File: src/rtl/lfsr_noise_pkg.sv
// Shared types and constants for the LFSR noise voice.
// Envelope state encoding and noise datapath geometry.
package lfsr_noise_pkg;

  localparam int LFSR_W = 31;
  localparam int TAP_A  = 30;
  localparam int TAP_B  = 27;
  localparam int LP_W   = 18;

  localparam logic [LFSR_W-1:0] DEF_SEED = 31'h5555_5555;

  typedef enum logic [2:0] {
    ST_IDLE    = 3'd0,
    ST_ATTACK  = 3'd1,
    ST_DECAY   = 3'd2,
    ST_SUSTAIN = 3'd3,
    ST_RELEASE = 3'd4
  } env_st_e;

endpackage

File: src/rtl/lfsr_lowpass_noise.sv
// 31-bit LFSR noise source, one-pole shift lowpass and gain shift.
// Produces the 16-bit signed scaled noise sample every clock.
module lfsr_lowpass_noise
  import lfsr_noise_pkg::*;
#(
  parameter logic [LFSR_W-1:0] SEED = DEF_SEED
) (
  input  logic               clock,
  input  logic               reset,
  input  logic [2:0]         i_cutoff,
  input  logic [2:0]         i_gain,
  output logic signed [15:0] o_scaled
);

  logic [LFSR_W-1:0]      r_lfsr;
  logic signed [LP_W-1:0] r_lp;
  logic signed [LP_W-1:0] w_diff;
  logic signed [LP_W-1:0] w_step;
  logic                   w_fb;

  assign w_fb   = r_lfsr[TAP_A] ^ r_lfsr[TAP_B];
  assign w_diff = $signed(r_lfsr[LP_W-1:0]) - r_lp;
  assign w_step = w_diff >>> i_cutoff;

  // Drop the two LSBs of the filter state, then gain-shift with wrap.
  assign o_scaled = r_lp[LP_W-1:2] << i_gain;

  always_ff @(posedge clock or negedge reset) begin
    if (!reset) begin
      r_lfsr <= SEED;
      r_lp   <= '0;
    end else begin
      r_lfsr <= {r_lfsr[LFSR_W-2:0], w_fb};
      r_lp   <= r_lp + w_step;
    end
  end

endmodule

File: src/rtl/lfsr_noise_adsr.sv
// Band-limited noise voice with gated ADSR envelope.
// Tick divider, gate edge detect, envelope FSM and output multiply.
module lfsr_noise_adsr
  import lfsr_noise_pkg::*;
#(
  parameter int                ENV_W         = 16,
  parameter int                TICK_DIV_BITS = 8,
  parameter logic [LFSR_W-1:0] SEED          = DEF_SEED
) (
  input  logic               clock,
  input  logic               reset,
  input  logic               gate,
  input  logic [2:0]         cutoff,
  input  logic [2:0]         gain,
  input  logic [3:0]         attack,
  input  logic [3:0]         decay,
  input  logic [3:0]         release_rate,
  input  logic [ENV_W-1:0]   amp,
  input  logic [ENV_W-1:0]   sustain,
  output logic signed [15:0] noise_out,
  output logic [ENV_W-1:0]   env_out,
  output logic [2:0]         state_out,
  output logic               active
);

  logic signed [15:0]      w_scaled;
  logic [TICK_DIV_BITS-1:0] r_div;
  logic                    w_tick;
  logic                    r_gate_d;
  logic                    w_rise;
  logic                    w_fall;
  env_st_e                 r_state;
  env_st_e                 w_state_nx;
  logic [ENV_W-1:0]        r_env;
  logic [ENV_W-1:0]        w_env_nx;
  logic [ENV_W-1:0]        w_sus;
  logic [ENV_W-1:0]        w_att_step;
  logic [ENV_W-1:0]        w_dec_step;
  logic [ENV_W-1:0]        w_rel_step;
  logic signed [16+ENV_W:0] w_prod;
  logic                    w_unused;

  lfsr_lowpass_noise #(
    .SEED (SEED)
  ) u_noise (
    .clock    (clock),
    .reset    (reset),
    .i_cutoff (cutoff),
    .i_gain   (gain),
    .o_scaled (w_scaled)
  );

  assign w_tick = &r_div;
  assign w_rise = gate & ~r_gate_d;
  assign w_fall = ~gate & r_gate_d;

  assign w_sus      = (sustain < amp) ? sustain : amp;
  assign w_att_step = (amp - r_env) >> attack;
  assign w_dec_step = (r_env - w_sus) >> decay;
  assign w_rel_step = r_env >> release_rate;

  assign w_prod   = w_scaled * $signed({1'b0, r_env});
  assign w_unused = ^{w_prod[16+ENV_W], w_prod[ENV_W-1:0]};

  always_ff @(posedge clock or negedge reset) begin
    if (!reset) begin
      r_div     <= '0;
      r_gate_d  <= 1'b0;
      noise_out <= '0;
    end else begin
      r_div     <= r_div + TICK_DIV_BITS'(1);
      r_gate_d  <= gate;
      noise_out <= w_prod[ENV_W+15:ENV_W];
    end
  end

  always_ff @(posedge clock or negedge reset) begin
    if (!reset) begin
      r_state <= ST_IDLE;
      r_env   <= '0;
    end else begin
      r_state <= w_state_nx;
      r_env   <= w_env_nx;
    end
  end

  // Gate edges win over the tick; env is left untouched on an edge.
  always_comb begin
    w_state_nx = r_state;
    w_env_nx   = r_env;
    if (w_rise) begin
      w_state_nx = ST_ATTACK;
    end else if (w_fall) begin
      if (r_state inside {ST_ATTACK, ST_DECAY, ST_SUSTAIN})
        w_state_nx = ST_RELEASE;
    end else if (w_tick) begin
      unique case (r_state)
        ST_IDLE: begin
          w_env_nx = '0;
        end
        ST_ATTACK: begin
          if (r_env > amp || w_att_step == '0) begin
            w_env_nx   = amp;
            w_state_nx = ST_DECAY;
          end else begin
            w_env_nx = r_env + w_att_step;
          end
        end
        ST_DECAY: begin
          if (r_env <= w_sus || w_dec_step == '0) begin
            w_env_nx   = w_sus;
            w_state_nx = ST_SUSTAIN;
          end else begin
            w_env_nx = r_env - w_dec_step;
          end
        end
        ST_SUSTAIN: begin
          w_env_nx = w_sus;
        end
        ST_RELEASE: begin
          if (w_rel_step == '0) begin
            w_env_nx   = '0;
            w_state_nx = ST_IDLE;
          end else begin
            w_env_nx = r_env - w_rel_step;
          end
        end
        default: begin
          w_env_nx   = '0;
          w_state_nx = ST_IDLE;
        end
      endcase
    end
  end

  always_comb begin
    state_out = r_state;
    env_out   = r_env;
    active    = (r_state != ST_IDLE);
  end

endmodule

File: config.mk
export PLATFORM = sky130hd
export DESIGN_NAME = lfsr_noise_adsr
export DESIGN_NICKNAME = d
export VERILOG_FILES = /design/src/rtl/lfsr_noise_pkg.sv /design/src/rtl/lfsr_lowpass_noise.sv /design/src/rtl/lfsr_noise_adsr.sv
export SDC_FILE = /design/constraint.sdc
export NUM_CORES = 1
export LEC_CHECK = 0
export ABC_AREA = 0
export BUFFER_PORTS_ARGS = -buffer_cell sky130_fd_sc_hd__buf_2
export CAP_MARGIN = 10
export CORE_AREA = 10 10 211 253
export CTS_CLUSTER_SIZE = 14
export DETAILED_ROUTE_END_ITERATION = 6
export DIE_AREA = 0 0 221 263
export GPL_ROUTABILITY_DRIVEN = 0
export PLACE_DENSITY = 0.64
export RECOVER_POWER = 25
export SLEW_MARGIN = 20
export SYNTH_ARGS = -nofsm -noshare
export SYNTH_HDL_FRONTEND = slang
export SYNTH_SLANG_ARGS = --single-unit
File: constraint.sdc
create_clock -name clock -period 7.87 [get_ports clock]
set_input_delay 0.3935 -clock clock [delete_from_list [all_inputs] [get_ports clock]]
set_output_delay 0.3935 -clock clock [all_outputs]
set_load 0.02 [all_outputs]
==> results of run 1 <==
cell families (layout without fill, tap and decap cells):
logic type	after synthesis	in the layout	share of synthesized area [%]
DFF	93	93	10.9
adders and majority gates	442	442	32.5
xor gates and xnor gates	110	110	4.50
buffers and inverters	508	633	8.97
AOI/OAI and AO/OA	610	610	19.5
and+or+nand+nor	807	807	17.5
muxes	109	109	6.09
final cells by class:
class	count	area (µm²)	share of cell area, %
clock inverter	7	97.6	0.410
inverter	377	1420	5.94
clock buffer	9	225	0.946
tap	637	797	3.35
multi-input combinational	2078	17300	72.8
timing repair buffer	240	1580	6.64
sequential	93	2350	9.87
power groups by stage:
| stage | Sequential, µW | Clock [µW] | Combinational [µW] |
|---|---|---|---|
| 5_1_grt | 675 | 522 | 2570 |
| 6_report | 662 | 485 | 2320 |
| 4_1_cts | 663 | 508 | 2300 |
| 3_5_place_dp | 668 | 0 | 2270 |
| 2_1_floorplan | 678 | 0 | 1590 |
| 3_3_place_gp | 670 | 0 | 2230 |
Yosys cell counts (all sizes together) (15+ instances only):
cell type    n
a211oi      28
a21o        44
a21oi      149
a31oi       17
and2        42
buf         25
clkbuf     106
dfrtp       77
dfstp       16
fa         200
ha         239
inv        368
mux2        29
mux2i       66
nand2      311
nand2b      22
nand3       49
nand4       17
nor2       180
nor2b       20
nor3        55
nor4        30
o211ai      27
o21a        18
o21ai      118
o21bai      19
o221ai      15
or2         29
or3         17
xnor2       80
xor2        30
worst min path at each step:
stage / from / to / slack (ps) / depth (start not counted)
final: gate / r_gate_d$_DFF_PN0_ / 190 / 1
after global routing: gate / r_gate_d$_DFF_PN0_ / 170 / 1
after CTS: gate / r_gate_d$_DFF_PN0_ / 150 / 1
after detailed placement: u_noise.r_lfsr[23]$_DFF_PN0_ / u_noise.r_lfsr[24]$_DFF_PN1_ / 340 / 0
after global placement: u_noise.r_lfsr[29]$_DFF_PN0_ / u_noise.r_lfsr[30]$_DFF_PN1_ / 340 / 0
after floorplan: reset / env_out[0]$_DFFE_PN0P_ / 100 / 0
metrics by stage:
step	std cells	power (µW)	utilization, %	area (µm²)
floorplan	2679	2270	-	21600
global placement	3424	2900	48.3	23400
detailed placement	3424	2940	48.3	23400
CTS	3441	3470	49.0	23800
global route	3441	3770	49.0	23800
finish	3441	3460	49.0	23800
state kept, by name, summed over array words and instances (netlist names):
name / cells
env_out: 16
u_noise.r_lfsr: 31
r_gate_d: 1
noise_out: 16
state_out: 3
r_div: 8
u_noise.r_lp: 18
critical path: cells and delay by family, from the launching register on:
family | cells | cell delay (ps)
mux | 2 | 540
fa+ha+maj | 3 | 1100
flops | 1 | 700
simple gates | 2 | 570
compound gates | 18 | 3730
xor+xnor | 1 | 110
buf+inv | 3 | 560
what timing repair did:
item	4_1_cts	5_1_grt
gates resized for setup	0	17
endpoints found under the hold margin	29	0
hold buffers	1	0
endpoints found under the setup margin	0	10
cells in the final DEF, fill, tap and decap left out, types with 12 or more instances in the layout:
master,instances
a211oi_1,25
o2111ai_1,13
a31oi_1,16
nand4_1,17
mux2i_1,65
nand3_1,47
or3_1,16
nand2b_1,22
inv_1,367
mux4_2,14
xor2_1,29
fa_1,200
xnor2_1,80
a21o_1,43
nor3_1,54
o22ai_1,12
o221ai_1,14
o211ai_1,26
nor4_1,29
dfrtp_1,74
buf_4,151
o21bai_1,18
a21boi_0,14
o21ai_1,13
nor2b_1,19
nand2_1,311
o21a_1,18
o21ai_0,105
a21oi_1,148
and2_1,42
mux2_2,29
ha_1,237
buf_2,86
or2_2,28
nor2_1,177
per-layer routing:
layer	global-route usage, %	part of all wire (%)	vias to the layer above
met5	0	0	-
met4	11.6	5.1	0
met3	3.20	7.0	211
met2	39.8	48	855
met1	28.3	40	9890
li1	-	-	9464
==> out/metrics.cfg, run 1 <==
[drt]
vias = 20400
drt_iter0_drc = 1614
firstDrtPassIters = 6
wire_per_inst_um = 20.0
ant_nets = 0
routed_wl_um = 68700
vias_per_cell = 5.93
drc = 0

[grt]
grt_pass1_wl_um = 112000
antenna_found_initial = 0
grt_pass1_vias = 21100
track_usage_pct = 23.3
grt_overflow_total = 0
grt_max_degree = 65

[yosys]
avgSynthCellArea_um2 = 8.06
yosys_most_used_dff = dfrtp_1
synth_top_cell_by_area = fa_1
syn_inst = 2679
synth_seq_cells = 93
synth_area_leaders = fa_1, ha_1, dfrtp_1
yosys.cell_types.count = 105
synth_edf_count = 0
seq_area_frac_synth_pct = 10.9
synth_warnings = 0
async_reset_ff_share_pct = 100
synth.cell_area_um2 = 21600
syn_nets = 3171
synth_top_area_share_pct = 18.6

[timing]
finalSetupTns_ps = 0
final.min_clock_period_ps = 7420
setup_slack_ps = 445
finalCritPeriodShare_pct = 94.3
hold_violations = 0
timing.hold.ws_ps = 192
max_freq_mhz = 135
drv_slew = 31
setup_viol = 0
worst_slew_pin_slew_ps = 1930
max_slew_margin_pct = -29.0
skew_ps = 9.16

[finish]
final_nets = 3291
diodes = 0
fill_cells = 4747
areaGrowthSynthToFinish_pct = 10.3
drive_gt1_share_pct = 13.5

[clock_tree]
cts-root-buf = clkbuf_16
post-cts-setup-buffers = 0
cts_made_buffers = 9
cts_tree = done
path_clk_slew_ps = 80
clkLatencyLatePin_ps = 380
clock_sinks = 93
clock_path_buffers = 2
htreeDepth = 3

[power]
combPwrFrac_pct = 66.9
swShare_pct = 48.3
seqPwrFrac_pct = 19.1
p_leak_uw = 0.0114
vdd_drop_max_v = 0.000200
power.density_nw_per_um2 = 146
clockPowerShare_pct = 14.0
cell_internal_pwr_uw = 1790
switchingPower_uw = 1670

[worst_setup_path]
critPathLaunch = env_out[10]$_DFFE_PN0P_
critPathSlowestCell = dfrtp_1
reg2reg_slack_ps = 450
crit_type = reg2reg
cp-start-kind = flip-flop
critPathMaxStageDelay_ps = 700
timing.rr.end = env_out[12]$_DFFE_PN0P_
crit_end = env_out[12]$_DFFE_PN0P_
r2r-start = env_out[10]$_DFFE_PN0P_
crit_required_ps = 8150
end_kind = flip-flop
reg2reg_depth = 29
crit_arrival_ps = 7700
path_max_fanout = 11

[place]
pre_cts_ws_ps = -53.5
port_buffers = 88
hpwlAfterDp_um = 55900

[flow_run]
max_cap_viol_count = 1

[floorplanning]
die_x_um = 221
die_h_um = 263
pin_count = 89
coreArea_um2 = 48600
floorplan.initialDensity_pct = 44.5
die_area_um2 = 58100
fp-row-count = 89

[status]
violations = capacitance limit, slew limit
status = finished with violations

[worst_hold_path]
hold_class = in2reg

No activity file was read; power rests on OpenSTA's default activity.
==> inputs of run 2 (changes only) <==
- CORE_AREA: 10 10 211 253 -> 10 10 256 209
- DIE_AREA: 0 0 221 263 -> 0 0 266 219
==> run 2 against run 1 <==
Net effect:
- the flow now finishes without violations
- clock power fell by 4%
- non-clock buffer count rose by 32
- clock skew rose by 5.8 ps
- critical path depth rose by 11
- maximum frequency fell by 0.66%
- final cell count rose by 0.78%
- global-route usage rose by 0.68 points
- critical path type is now in2reg
- critical endpoint is now env_out[6]$_DFFE_PN0P_
- highest routed layer is now met5
==> out/metrics.cfg, run 2 (synthesis gave the netlist of run 1 again) <==
[grt]
track_usage_pct = 24.0  ; was 23.3%
grt_pass1_wl_um = 112000  ; about the same
grt_pass1_vias = 20000  ; was 21100
grt_max_degree = 68  ; was 65
antenna_found_initial = 4  ; was 0
grt_overflow_total = 0  ; unchanged

[floorplanning]
die_area_um2 = 58300  ; was 58100 µm²
fp-row-count = 72  ; was 89
floorplan.initialDensity_pct = 44.9  ; was 44.5%
coreArea_um2 = 48100  ; was 48600 µm²
die_h_um = 219  ; was 263 µm
pin_count = 89  ; unchanged
die_x_um = 266  ; was 221 µm

[power]
clockPowerShare_pct = 13.3  ; was 14.0%
vdd_drop_max_v = 0.000133  ; was 0.000200 V
swShare_pct = 49.2  ; was 48.3%
switchingPower_uw = 1720  ; was 1670 µW
combPwrFrac_pct = 67.9  ; was 66.9%
p_leak_uw = 0.0116  ; was 0.0114 µW
cell_internal_pwr_uw = 1780  ; was 1790 µW
seqPwrFrac_pct = 18.8  ; was 19.1%
power.density_nw_per_um2 = 145  ; was 146 nW/µm²

[drt]
drt_iter0_drc = 2331  ; was 1614
firstDrtPassIters = 6  ; unchanged
ant_nets = 0  ; unchanged
vias_per_cell = 5.95  ; was 5.93
routed_wl_um = 70700  ; was 68700 µm
wire_per_inst_um = 20.4  ; was 20.0 µm
drc = 0  ; unchanged
vias = 20600  ; was 20400

[finish]
reg.largest.list = u_noise.r_lfsr (31), u_noise.r_lp (18)  ; unchanged
fin_cells = 3468  ; was 3441
regMostFlops = u_noise.r_lfsr  ; unchanged
final_common_cell = inv_1  ; unchanged
largest_reg_flops = 31  ; unchanged
areaGrowthSynthToFinish_pct = 11.5  ; was 10.3%
drive_gt1_share_pct = 14.5  ; was 13.5%
final_nets = 3323  ; was 3291
most-common-layout-cells = inv_1, nand2_1, ha_1  ; unchanged

[worst_setup_path]
critPathLaunch = amp[1]  ; was env_out[10]$_DFFE_PN0P_
crit_end = env_out[6]$_DFFE_PN0P_  ; was env_out[12]$_DFFE_PN0P_
r2r-start = u_noise.r_lp[7]$_DFF_PN0_  ; was env_out[10]$_DFFE_PN0P_
reg2reg_depth = 31  ; was 29
path_max_fanout = 4  ; was 11
critPathMaxStageDelay_ps = 430  ; was 700 ps
crit_required_ps = 8070  ; was 8150 ps
reg2reg_slack_ps = 410  ; was 450 ps
end_kind = flip-flop  ; unchanged
crit_type = in2reg  ; was reg2reg
crit_arrival_ps = 7670  ; was 7700 ps
critPathSlowestCell = fa_1  ; was dfrtp_1
cp-start-kind = input pin  ; was flip-flop
timing.rr.end = noise_out[12]$_DFF_PN0_  ; was env_out[12]$_DFFE_PN0P_

[timing]
finalCritPeriodShare_pct = 95.0  ; was 94.3%
setup_slack_ps = 396  ; was 445 ps
hold_violations = 0  ; unchanged
setup_viol = 0  ; unchanged
max_slew_margin_pct = 5.60  ; was -29.0%
timing.hold.ws_ps = 180  ; was 192 ps
skew_ps = 15.0  ; was 9.16 ps
max_freq_mhz = 134  ; was 135 MHz
worst_slew_pin_slew_ps = 1420  ; was 1930 ps
finalSetupTns_ps = 0  ; unchanged
final.min_clock_period_ps = 7470  ; was 7420 ps
rsz0062_at_grt = yes
drv_slew = 0  ; was 31

[clock_tree]
clkLatencyLatePin_ps = 360  ; was 380 ps
cts-root-buf = clkbuf_16  ; unchanged
cts_made_buffers = 9  ; unchanged
cts_tree = done  ; unchanged
clock_sinks = 93  ; unchanged
path_clk_slew_ps = 80  ; about the same
clock_path_buffers = 2  ; unchanged
htreeDepth = 3  ; unchanged

[worst_hold_path]
hold_class = in2reg  ; unchanged

[place]
port_buffers = 88  ; unchanged
hpwlAfterDp_um = 58100  ; was 55900 µm
place_inst = 3447  ; was 3424
pre_cts_ws_ps = -113  ; was -53.5 ps

[status]
status = finished, final reports clean  ; was finished with violations

[flow_run]
max_cap_viol_count = 0  ; was 1

## run 2: stage by stage
step | utilization (%) | instance area [µm²] | power, µW
after floorplan | - | 21600 | 2270
after global placement | 49.2 | 23700 | 2930
after detailed placement | 49.2 | 23700 | 2970
after CTS | 49.9 | 24000 | 3470
after global routing | 50.0 | 24100 | 3790
final | 50.0 | 24100 | 3500
## run 2: power groups by stage
stage	combinational (µW)	clock (µW)	sequential, µW
2_1_floorplan	1590	0	678
3_3_place_gp	2260	0	667
3_5_place_dp	2300	0	668
4_1_cts	2330	479	661
5_1_grt	2620	499	671
6_report	2380	466	660
## run 2: timing repair
item | CTS | global route
hold buffers | 1 | 0
endpoints found under the setup margin | 0 | 15
gates resized for setup | 0 | 21
hold endpoints to repair | 14 | 0
setup buffers | 0 | 1
## run 2: how the worst min path moves through the flow
stage                     startpoint  cells past startpoint                            to
after global placement         reset                      1  u_noise.r_lfsr[23]$_DFF_PN0_
final                           gate                      1            r_gate_d$_DFF_PN0_
after global routing            gate                      1            r_gate_d$_DFF_PN0_
after floorplan                reset                      0        env_out[0]$_DFFE_PN0P_
after CTS                       gate                      1            r_gate_d$_DFF_PN0_
after detailed placement       reset                      1  u_noise.r_lfsr[23]$_DFF_PN0_
## run 2: per-layer routing
layer / vias to the layer above / wire, µm / GRT usage [%]
met4: 4 / 1630 / 5.67
met2: 1067 / 28800 / 34.9
met1: 9910 / 32300 / 35.3
met3: 109 / 7950 / 5.52
met5: - / 27 / 0
li1: 9545 / - / -
## run 2: cell type report
type / count / area [µm²]
Tap cell: 629 / 787
Antenna cell: 3 / 7.51
Inverter: 377 / 1420
Sequential cell: 93 / 2350
Multi-Input combinational cell: 2078 / 17400
Timing Repair Buffer: 272 / 1830
Clock inverter: 7 / 91.3
Clock buffer: 9 / 225
Fill cell: 4660 / 24000
## run 2: worst max-delay path, delay by kind of cell
| kind | cells | cell delay [ps] |
|---|---|---|
| AO/OA/AOI/OAI | 19 | 3260 |
| adder cells (fa/ha/maj) | 6 | 1940 |
| buffers and inverters | 8 | 1000 |
| AND/OR/NAND/NOR | 3 | 420 |
| XOR/XNOR | 2 | 370 |
| multiplexers | 2 | 290 |
